--- config.mk ---
export PLATFORM = sky130hd
export DESIGN_NAME = fl_pac_fifo_flat
export DESIGN_NICKNAME = d
export VERILOG_FILES = /design/src/rtl/fl_pac_fifo_if.sv /design/src/rtl/fl_pac_fifo.sv /design/src/flat_wrapper.sv
export SDC_FILE = /design/constraint.sdc
export NUM_CORES = 2
export LEC_CHECK = 0
export ABC_AREA = 1
export BUFFER_PORTS_ARGS = -buffer_cell sky130_fd_sc_hd__buf_2
export CAP_MARGIN = 20
export CORE_MARGIN = 3
export CORE_UTILIZATION = 53
export DETAILED_ROUTE_END_ITERATION = 7
export PLACE_DENSITY = 0.7
export SKIP_LAST_GASP = 1
export SYNTH_ARGS = -nofsm -noshare
export SYNTH_HDL_FRONTEND = slang
export SYNTH_MEMORY_MAX_BITS = 65536
export SYNTH_SLANG_ARGS = --single-unit
--- constraint.sdc ---
create_clock -name CLK -period 7.4 [get_ports CLK]
set_input_delay 1.48 -clock CLK [delete_from_list [all_inputs] [get_ports CLK]]
set_output_delay 1.48 -clock CLK [all_outputs]
set_load 0.05 [all_outputs]
--- src/rtl/fl_pac_fifo_if.sv ---
// FrameLink bus: data word, valid-byte index, active-low delimiters and handshake.
// The master drives the word and SRC_RDY_N; the slave answers with DST_RDY_N.
interface fl_pac_fifo_if #(
    parameter int DATA_WIDTH = 64
);
    localparam int REM_WIDTH = $clog2(DATA_WIDTH / 8);

    logic [DATA_WIDTH-1:0] DATA;
    logic [REM_WIDTH-1:0]  REM;
    logic                  SOF_N;
    logic                  SOP_N;
    logic                  EOP_N;
    logic                  EOF_N;
    logic                  SRC_RDY_N;
    logic                  DST_RDY_N;

    modport master (
        output DATA, REM, SOF_N, SOP_N, EOP_N, EOF_N, SRC_RDY_N,
        input  DST_RDY_N
    );

    modport slave (
        input  DATA, REM, SOF_N, SOP_N, EOP_N, EOF_N, SRC_RDY_N,
        output DST_RDY_N
    );
endinterface

--- src/rtl/fl_pac_fifo.sv ---
// FrameLink packet FIFO: store-and-forward on whole frames, falling back to
// cut-through when a single frame is larger than the storage.
module fl_pac_fifo #(
    parameter int DATA_WIDTH = 64,
    parameter int DEPTH      = 64,
    localparam int REM_WIDTH = $clog2(DATA_WIDTH / 8),
    localparam int CNT_WIDTH = $clog2(DEPTH) + 1
) (
    input  logic                 CLK,
    input  logic                 RESET_N,
    fl_pac_fifo_if.slave         RX,
    fl_pac_fifo_if.master        TX,
    output logic [CNT_WIDTH-1:0] FRAME_CNT,
    output logic [CNT_WIDTH-1:0] WORD_CNT,
    output logic                 EMPTY,
    output logic                 FULL
);
    localparam int PTR_WIDTH = $clog2(DEPTH);
    localparam int ENT_WIDTH = DATA_WIDTH + REM_WIDTH + 4;
    localparam logic [CNT_WIDTH-1:0] CNT_FULL = CNT_WIDTH'(DEPTH);
    localparam logic [CNT_WIDTH-1:0] CNT_ONE  = CNT_WIDTH'(1);
    localparam logic [PTR_WIDTH-1:0] PTR_ONE  = PTR_WIDTH'(1);

    typedef enum logic {SAF, CT} state_t;

    state_t                 state, state_nxt;
    logic [ENT_WIDTH-1:0]   mem [DEPTH];
    logic [ENT_WIDTH-1:0]   head;
    logic [PTR_WIDTH-1:0]   wr_ptr, rd_ptr;
    logic [CNT_WIDTH-1:0]   word_cnt, word_cnt_nxt;
    logic [CNT_WIDTH-1:0]   frame_cnt, frame_cnt_nxt;
    logic                   rx_dst_rdy_n, tx_src_rdy_n;
    logic                   acc, xfer, eof_in, eof_out;

    assign acc     = !RX.SRC_RDY_N && !rx_dst_rdy_n;
    assign xfer    = !tx_src_rdy_n && !TX.DST_RDY_N;
    assign eof_in  = acc && !RX.EOF_N;
    assign eof_out = xfer && !head[0];

    always_ff @(posedge CLK) begin
        if (acc) begin
            mem[wr_ptr] <= {RX.DATA, RX.REM, RX.SOF_N, RX.SOP_N, RX.EOP_N, RX.EOF_N};
        end
    end

    // First-word fall-through: the head entry is always on the TX bus.
    assign head = mem[rd_ptr];
    assign {TX.DATA, TX.REM, TX.SOF_N, TX.SOP_N, TX.EOP_N, TX.EOF_N} = head;
    assign TX.SRC_RDY_N = tx_src_rdy_n;
    assign RX.DST_RDY_N = rx_dst_rdy_n;

    assign WORD_CNT  = word_cnt;
    assign FRAME_CNT = frame_cnt;
    assign EMPTY     = (word_cnt == '0);
    assign FULL      = (word_cnt == CNT_FULL);

    always_comb begin
        word_cnt_nxt  = word_cnt;
        frame_cnt_nxt = frame_cnt;
        if (acc && !xfer) begin
            word_cnt_nxt = word_cnt + CNT_ONE;
        end else if (!acc && xfer) begin
            word_cnt_nxt = word_cnt - CNT_ONE;
        end
        if (eof_in && !eof_out) begin
            frame_cnt_nxt = frame_cnt + CNT_ONE;
        end else if (!eof_in && eof_out) begin
            frame_cnt_nxt = frame_cnt - CNT_ONE;
        end
    end

    always_comb begin
        tx_src_rdy_n = 1'b1;
        unique case (state)
            SAF: tx_src_rdy_n = (frame_cnt == '0);
            CT:  tx_src_rdy_n = (word_cnt == '0);
            default: tx_src_rdy_n = 1'b1;
        endcase
    end

    // A full FIFO with no complete frame can only drain by streaming the
    // oversized frame out before its EOF has arrived.
    always_comb begin
        state_nxt = state;
        unique case (state)
            SAF: if (FULL && frame_cnt == '0) state_nxt = CT;
            CT:  if (eof_out) state_nxt = SAF;
            default: state_nxt = SAF;
        endcase
    end

    always_ff @(posedge CLK or negedge RESET_N) begin
        if (!RESET_N) begin
            state        <= SAF;
            wr_ptr       <= '0;
            rd_ptr       <= '0;
            word_cnt     <= '0;
            frame_cnt    <= '0;
            rx_dst_rdy_n <= 1'b1;
        end else begin
            state        <= state_nxt;
            word_cnt     <= word_cnt_nxt;
            frame_cnt    <= frame_cnt_nxt;
            rx_dst_rdy_n <= (word_cnt_nxt == CNT_FULL);
            if (acc) begin
                wr_ptr <= wr_ptr + PTR_ONE;
            end
            if (xfer) begin
                rd_ptr <= rd_ptr + PTR_ONE;
            end
        end
    end
endmodule

--- src/flat_wrapper.sv ---
// flat-port wrapper written by rule: the top's interface ports become plain ports
module fl_pac_fifo_flat 
#(
    parameter int DATA_WIDTH = 64,
    parameter int DEPTH      = 64,
    localparam int REM_WIDTH = $clog2(DATA_WIDTH / 8),
    localparam int CNT_WIDTH = $clog2(DEPTH) + 1
)
  (CLK, RESET_N, FRAME_CNT, WORD_CNT, EMPTY, FULL, RX_DATA, RX_REM, RX_SOF_N, RX_SOP_N, RX_EOP_N, RX_EOF_N, RX_SRC_RDY_N, RX_DST_RDY_N, TX_DATA, TX_REM, TX_SOF_N, TX_SOP_N, TX_EOP_N, TX_EOF_N, TX_SRC_RDY_N, TX_DST_RDY_N);
  fl_pac_fifo_if #(.DATA_WIDTH(DATA_WIDTH)) RX_i ();
  fl_pac_fifo_if #(.DATA_WIDTH(DATA_WIDTH)) TX_i ();
  input  logic CLK;
  input  logic RESET_N;
  output logic [CNT_WIDTH-1:0] FRAME_CNT;
  output logic [CNT_WIDTH-1:0] WORD_CNT;
  output logic EMPTY;
  output logic FULL;
  input wire logic [$bits(RX_i.DATA)-1:0] RX_DATA;
  input wire logic [$bits(RX_i.REM)-1:0] RX_REM;
  input wire logic [$bits(RX_i.SOF_N)-1:0] RX_SOF_N;
  input wire logic [$bits(RX_i.SOP_N)-1:0] RX_SOP_N;
  input wire logic [$bits(RX_i.EOP_N)-1:0] RX_EOP_N;
  input wire logic [$bits(RX_i.EOF_N)-1:0] RX_EOF_N;
  input wire logic [$bits(RX_i.SRC_RDY_N)-1:0] RX_SRC_RDY_N;
  output wire logic [$bits(RX_i.DST_RDY_N)-1:0] RX_DST_RDY_N;
  output wire logic [$bits(TX_i.DATA)-1:0] TX_DATA;
  output wire logic [$bits(TX_i.REM)-1:0] TX_REM;
  output wire logic [$bits(TX_i.SOF_N)-1:0] TX_SOF_N;
  output wire logic [$bits(TX_i.SOP_N)-1:0] TX_SOP_N;
  output wire logic [$bits(TX_i.EOP_N)-1:0] TX_EOP_N;
  output wire logic [$bits(TX_i.EOF_N)-1:0] TX_EOF_N;
  output wire logic [$bits(TX_i.SRC_RDY_N)-1:0] TX_SRC_RDY_N;
  input wire logic [$bits(TX_i.DST_RDY_N)-1:0] TX_DST_RDY_N;
  assign RX_i.DATA = RX_DATA;
  assign RX_i.REM = RX_REM;
  assign RX_i.SOF_N = RX_SOF_N;
  assign RX_i.SOP_N = RX_SOP_N;
  assign RX_i.EOP_N = RX_EOP_N;
  assign RX_i.EOF_N = RX_EOF_N;
  assign RX_i.SRC_RDY_N = RX_SRC_RDY_N;
  assign RX_DST_RDY_N = RX_i.DST_RDY_N;
  assign TX_DATA = TX_i.DATA;
  assign TX_REM = TX_i.REM;
  assign TX_SOF_N = TX_i.SOF_N;
  assign TX_SOP_N = TX_i.SOP_N;
  assign TX_EOP_N = TX_i.EOP_N;
  assign TX_EOF_N = TX_i.EOF_N;
  assign TX_SRC_RDY_N = TX_i.SRC_RDY_N;
  assign TX_i.DST_RDY_N = TX_DST_RDY_N;
  fl_pac_fifo #(.DATA_WIDTH(DATA_WIDTH), .DEPTH(DEPTH)) u_core (.CLK(CLK), .RESET_N(RESET_N), .RX(RX_i), .TX(TX_i), .FRAME_CNT(FRAME_CNT), .WORD_CNT(WORD_CNT), .EMPTY(EMPTY), .FULL(FULL));
endmodule
# [Yosys cells after proc, flatten, opt, wreduce, memory -nomap -nowiden]
# Memories as Yosys holds them, arrays and structs flattened.
# Cells that the tools add are included.
# Widths: inputs -> output; s select.
[op_classes] order_cmp=0 add_sub_neg=6 reduce_logical=22 n_mux=10 div_mod_pow=0 bitwise_logic=1 shifts=0 eq_ne=2 mul=0
[op_table] cell="$mux 7" n=4
[op_table] cell="$add 7x1->7 const B" n=2
[op_table] cell="$eq 7x7->1 const B" n=2
[op_table] cell="$logic_not 7->1" n=2
[op_table] cell="$sub 7x1->7 const B" n=2
[op_table] cell="$add 6x1->6 const B" n=2
[op_table] cell="$logic_not 1->1" n=10
[op_table] cell="$logic_and 1x1->1" n=9
[op_table] cell="$mux 1" n=4
[op_table] cell="$pmux 1 s2" n=2
[op_table] cell="$reduce_bool 2->1" n=1
[op_table] cell="$not 1->1" n=1
[word_totals] elab_cells=48 regBits=28 input_bits=75 latchBits=0 mem_count=1 romBits=0 ram_bits=4544 output_inout_bits=89
[mem_list] memory="u_core.mem" words=64 width=71 rd=1 rd_clocked_by_memory_dff=0 write_ports=1 line="fl_pac_fifo.sv:27" source="logic [ENT_WIDTH-1:0] mem [DEPTH];"

# [Logic depth before layout (Yosys ltp)]
[logic_depth] ltp_word=8 depth_mapped=25 mapped_depth_nobuf=21

# [Least setup slack after synthesis]
# Ideal clock, no wire load.
[synth_timing] path_kind="input-to-reg" start="in RX_SRC_RDY_N" end="mem u_core.mem[10][0] (netlist name), enable pin" required_time_ns=6.899 setup_time_ns=0.501 n_path_buf=1 t_arrival_ns=5.187 cell_stages=4 setup_slack_ns=1.713 cell_sequence="nor2_2 > clkbuf_1 > nand2_1 > nor2_1"
[synth_between] elab_chain_cells=4
[synth_lines] element="start, declared" line="flat_wrapper.sv:24" source="input wire logic [$bits(RX_i.SRC_RDY_N)-1:0] RX_SRC_RDY_N;"
[synth_lines] element="$logic_not 1->1" line="fl_pac_fifo.sv:35" source="assign acc = !RX.SRC_RDY_N && !rx_dst_rdy_n;"
[synth_lines] element="$logic_and 1x1->1" line="fl_pac_fifo.sv:35"
[synth_lines] element="$mux 1" line="fl_pac_fifo.sv:41" source="if (acc) begin"
[synth_lines] element="$mux 1 (implied by the code)" line="fl_pac_fifo.sv:42" source="mem[wr_ptr] <= {RX.DATA, RX.REM, RX.SOF_N, RX.SOP_N, RX.EOP_N, RX.EOF_N};"
[synth_lines] element="end, declared" line="fl_pac_fifo.sv:27"
# Every way passes these cells.

# [Worst setup path in the final report]
[layout_timing] start="reg u_core.rd_ptr[0]" end="out TX_DATA[45]"
[layout_between] elab_chain_cells=1
[layout_lines] element="start, declared" line="fl_pac_fifo.sv:29" source="logic [PTR_WIDTH-1:0] wr_ptr, rd_ptr;"
[layout_lines] element="start signal, assigned" line="fl_pac_fifo.sv:109" source="rd_ptr <= rd_ptr + PTR_ONE;"
[layout_lines] element="$mem_v2 64x71"
[layout_lines] element="end, declared" line="flat_wrapper.sv:26" source="output wire logic [$bits(TX_i.DATA)-1:0] TX_DATA;"
# Every way passes these cells.

==> results.md <==
| Result | Reported |
|---|---|
| Run status | completed |
| Most frequent cells in the layout | sky130_fd_sc_hd__edfxtp_1, sky130_fd_sc_hd__nor2_1, sky130_fd_sc_hd__o21ai_0 |
| Final total negative setup slack | 0 ps |
| Layout fillers | 24470 |
| Clock skew | 66.00 ps |
| Average vias per placed instance | 6.755 |
| Util after Layout | 0.5939 |
| Placed instance count | 16870 |
| Filler-free cell count of the finished design | 17730 |
| Hold path startpoint | u_core.state |
| Area of the die | 0.3425 mm² |
| Top-Level Pins | 164 |
| Number of port buffers | 163 |
| CP Data Arrival Time | 4860 ps |
| Global router's overall resource usage | 0.3212 |
| Power per standard cell area | 397.6 mW/mm² |
| Number of antenna violations at the first check in global routing | 43 |
| Worst reg-to-reg setup slack | 2160 ps |
| DRT Pass-1 Iters | 7 |
| Die X-Extent | 585.3 µm |
| Wire length reported by the detailed router | 562.7 mm |
| Final setup margin | 1061 ps |
| Min cycle time layout | 6339 ps |
| R2R cell count | 19 |
| Destination of the worst hold path | u_core.state |
| Clock Pin Slew Worst Setup and Hold Paths | 60 ps |
| Worst-path maximum fanout | 118 |
| Sort of element at the start of the critical path | flip-flop |
| Source of the worst register-to-register timing path | u_core.rd_ptr[0] |
| Worst min-delay path category | reg2reg |
| Maximum number of pins on one net before global-route repair | 225 |
| Setup-failing EPs final | 0 |
| Cts-stage hold buffer count | 0 |
| RSZ-0062 raised after global routing | no |
| Critical Path RT | 5920 ps |
| Delay of the slowest critical-path stage | 800 ps |
| Number of warnings printed during yosys synthesis | 0 |
| H-tree depth | 5 |
| Post-CTS resize count | 0 |
| Maximum ir drop on the vdd rail | 431.1 µV |
| Root buf cell | sky130_fd_sc_hd__clkbuf_16 |
| Rows | 212 |
| Vias in the first global route | 113600 |
| Core area | 0.3337 mm² |
| Routed via count | 119800 |
| Critical path buffers and inverters | 4 |
| Transition time at the pin with the least slew margin | 1232 ps |
| Number of buffers created by CTS | 440 |
| Cell Chain, Critical Path | inv_8 -> buf_12 -> buf_12 -> o21ai_0 -> o22ai_1 -> nand2_1 -> nand3_1 -> nand3_1 -> nand2_1 -> buf_2 |
| Number of stages on the worst hold path | 2 |
| Share of the cycle needed by the critical path after routing | 0.8567 |
| Total nets after synthesis | 13100 |
| Starting utilization of the core area | 0.5330 |
| Cell Area, Synth | 0.1778 mm² |
| Final net count | 13040 |
| Max Root-Sink Buffers | 4 |
| Leakage dissipation | 62.30 nW |
| Sum of net half-perimeters after detailed placement | 270.3 mm |
| Initial drt markers | 20700 |
| Worst slew margin relative to its limit | 0.1770 |
| Worst path top cell family by delay | buffers and inverters |
| Worst setup EP type | output pin |
| Number of distinct library cells after synthesis | 33 |
| Most frequent standard cell in the layout excluding fill and tap cells | sky130_fd_sc_hd__edfxtp_1 |
| Gate Count Post-Synth | 13010 |
| Slowest CP cell | sky130_fd_sc_hd__inv_8 |
| Flip-flop and latch count after synthesis | 4572 |
| Antenna-violating nets left | 0 |
| Die Height | 585.3 µm |
| Number of hold-slack violations in the final timing report | 0 |
| Max capacitance violation total | 0 |
| Weighted congestion at the end of routability-driven global placement | 0.8222 |
| Layout cells sized above 1 | 0.08780 |
| Setup Crit Path Kind | reg2out |
| Final-report max-slew violation count | 0 |
| Routed length per placed instance | 31.74 µm |
| Reg-to-reg endpoint | u_core.FRAME_CNT[5] |
| Share of synthesized area occupied by flip-flops and latches | 0.7712 |
| Global-route wire length before repair | 796.6 mm |
| Clock tree from TritonCTS | built |
| Final global-route overflow total | 0 |
| Post-synthesis area per instance | 13.67 µm² |
| Maximum clock frequency | 157.7 MHz |
| Clock sink count | 4572 |
| Remaining routing DRC violations | 0 |
| Post-Place Worst Slack | 2102 ps |
| Area growth from synthesis to layout | 11.43% |
| Post-CTS setup buffer count | 0 |
| Latest clock arrival within the worst-skew pair | 1000 ps |
-- sequential cells by signal (all words and copies together) (netlist names) --
signal and cells:
u_core.mem 4544, u_core.FRAME_CNT 7, u_core.WORD_CNT 7, u_core.rd_ptr 6, u_core.wr_ptr 6, u_core.RX.DST_RDY_N 1
u_core.state 1
-- where the power goes --
group | total [mW] | leakage [nW] | internal [mW] | switching, mW
Sequential | 30.0 | 41.2 | 29.5 | 0.516
Combinational | 26.9 | 14.3 | 6.71 | 20.2
Clock | 21.9 | 6.80 | 12.3 | 9.57
Total | 78.8 | 62.3 | 48.5 | 30.3
-- worst max-delay path by stage --
stage / cells after the start / to / startpoint
after floorplan: 4 / u_core.mem[10][0] / RX_SRC_RDY_N
after global placement: 10 / TX_DATA[41] / u_core.rd_ptr[0]
after detailed placement: 10 / TX_DATA[41] / u_core.rd_ptr[0]
after CTS: 10 / TX_DATA[20] / u_core.rd_ptr[0]
after global routing: 10 / TX_DATA[41] / u_core.rd_ptr[0]
final: 10 / TX_DATA[45] / u_core.rd_ptr[0]
-- cell families (layout without fill, tap and decap cells) --
family                   count (synthesis)  in the layout  synth area share
flip-flops                            4572           4572            0.7712
AO/OA/AOI/OAI                         3790           3790            0.1217
other                                    0             30                 0
AND/OR/NAND/NOR                       3601           3601           0.08077
buffers and inverters                 1020           1322           0.02455
XOR/XNOR                                19             19         0.0009357
adder cells (fa/ha/maj)                 11             11         0.0008161
-- synthesized netlist by cell type (all sizes together) --
| library cell | count | area (µm²) |
|---|---|---|
| edfxtp | 4544 | 136500 |
| nor2 | 2509 | 9425 |
| o21ai | 2293 | 11480 |
| nand3 | 643 | 3223 |
| o22ai | 631 | 3948 |
| clkbuf | 627 | 2354 |
| nand2 | 438 | 1647 |
| o221ai | 372 | 3258 |
| buf | 337 | 1802 |
| a21oi | 296 | 1481 |
| o211ai | 198 | 1486 |
| inv | 54 | 202.7 |
| dfrtp | 27 | 675.7 |
| xor2 | 17 | 148.9 |
| ha | 10 | 125.1 |
| nor3 | 4 | 20.02 |
| nand4 | 3 | 18.77 |
| clkinv | 2 | 7.510 |
| or2 | 2 | 12.51 |
| xnor2 | 2 | 17.52 |
| and2 | 1 | 6.260 |
| dfstp | 1 | 26.28 |
| fa | 1 | 20.02 |
| nor4 | 1 | 12.51 |
-- worst register-to-register path, stage by stage, from the launching register on --
cell and delay, ps:
sky130_fd_sc_hd__dfrtp_4 760, sky130_fd_sc_hd__inv_8 810, sky130_fd_sc_hd__buf_4 570, sky130_fd_sc_hd__nor2_1 110, sky130_fd_sc_hd__o211ai_1 250, sky130_fd_sc_hd__nand3_1 170, sky130_fd_sc_hd__nand2_1 130, sky130_fd_sc_hd__nand3_1 170
sky130_fd_sc_hd__nand3_1 270, sky130_fd_sc_hd__ha_1 230, sky130_fd_sc_hd__inv_1 140, sky130_fd_sc_hd__ha_1 360, sky130_fd_sc_hd__a21oi_1 180, sky130_fd_sc_hd__nand2_1 100, sky130_fd_sc_hd__nand2_1 80, sky130_fd_sc_hd__inv_1 50
sky130_fd_sc_hd__or2_2 260, sky130_fd_sc_hd__a21oi_1 170, sky130_fd_sc_hd__xor2_1 170, sky130_fd_sc_hd__o21ai_0 100
-- layout make-up --
cell class	instances	area [µm²]	area share
antenna	30	75.07	0.0003788
clock buffer	543	11550	0.05829
clock inverter	259	2382	0.01202
inverter	56	260.3	0.001313
multi-input combinational	7421	36810	0.1858
sequential	4572	137200	0.6922
tap	4387	5489	0.02770
timing repair buffer	464	4424	0.02233
-- metal layers --
metal  GRT usage  vias to the layer above  share of wire
li1            -                    49140              -
met1      0.4266                    59160           0.34
met2      0.4936                     9672           0.45
met3     0.08138                     1800           0.14
met4      0.1652                       14          0.059
met5           0                        -        0.00016
-- through the flow --
stage | power, mW | area (µm²) | hold WS, ps
2_1_floorplan | 47.50 | 177800 | 464.1
3_3_place_gp | 56.03 | 183600 | 489.5
3_5_place_dp | 56.72 | 183600 | 498.6
4_1_cts | 78.29 | 197500 | 513.0
5_1_grt | 81.62 | 198100 | 555.5
6_report | 78.79 | 198200 | 503.5
Note: power is estimated with default switching activity, not from simulation.
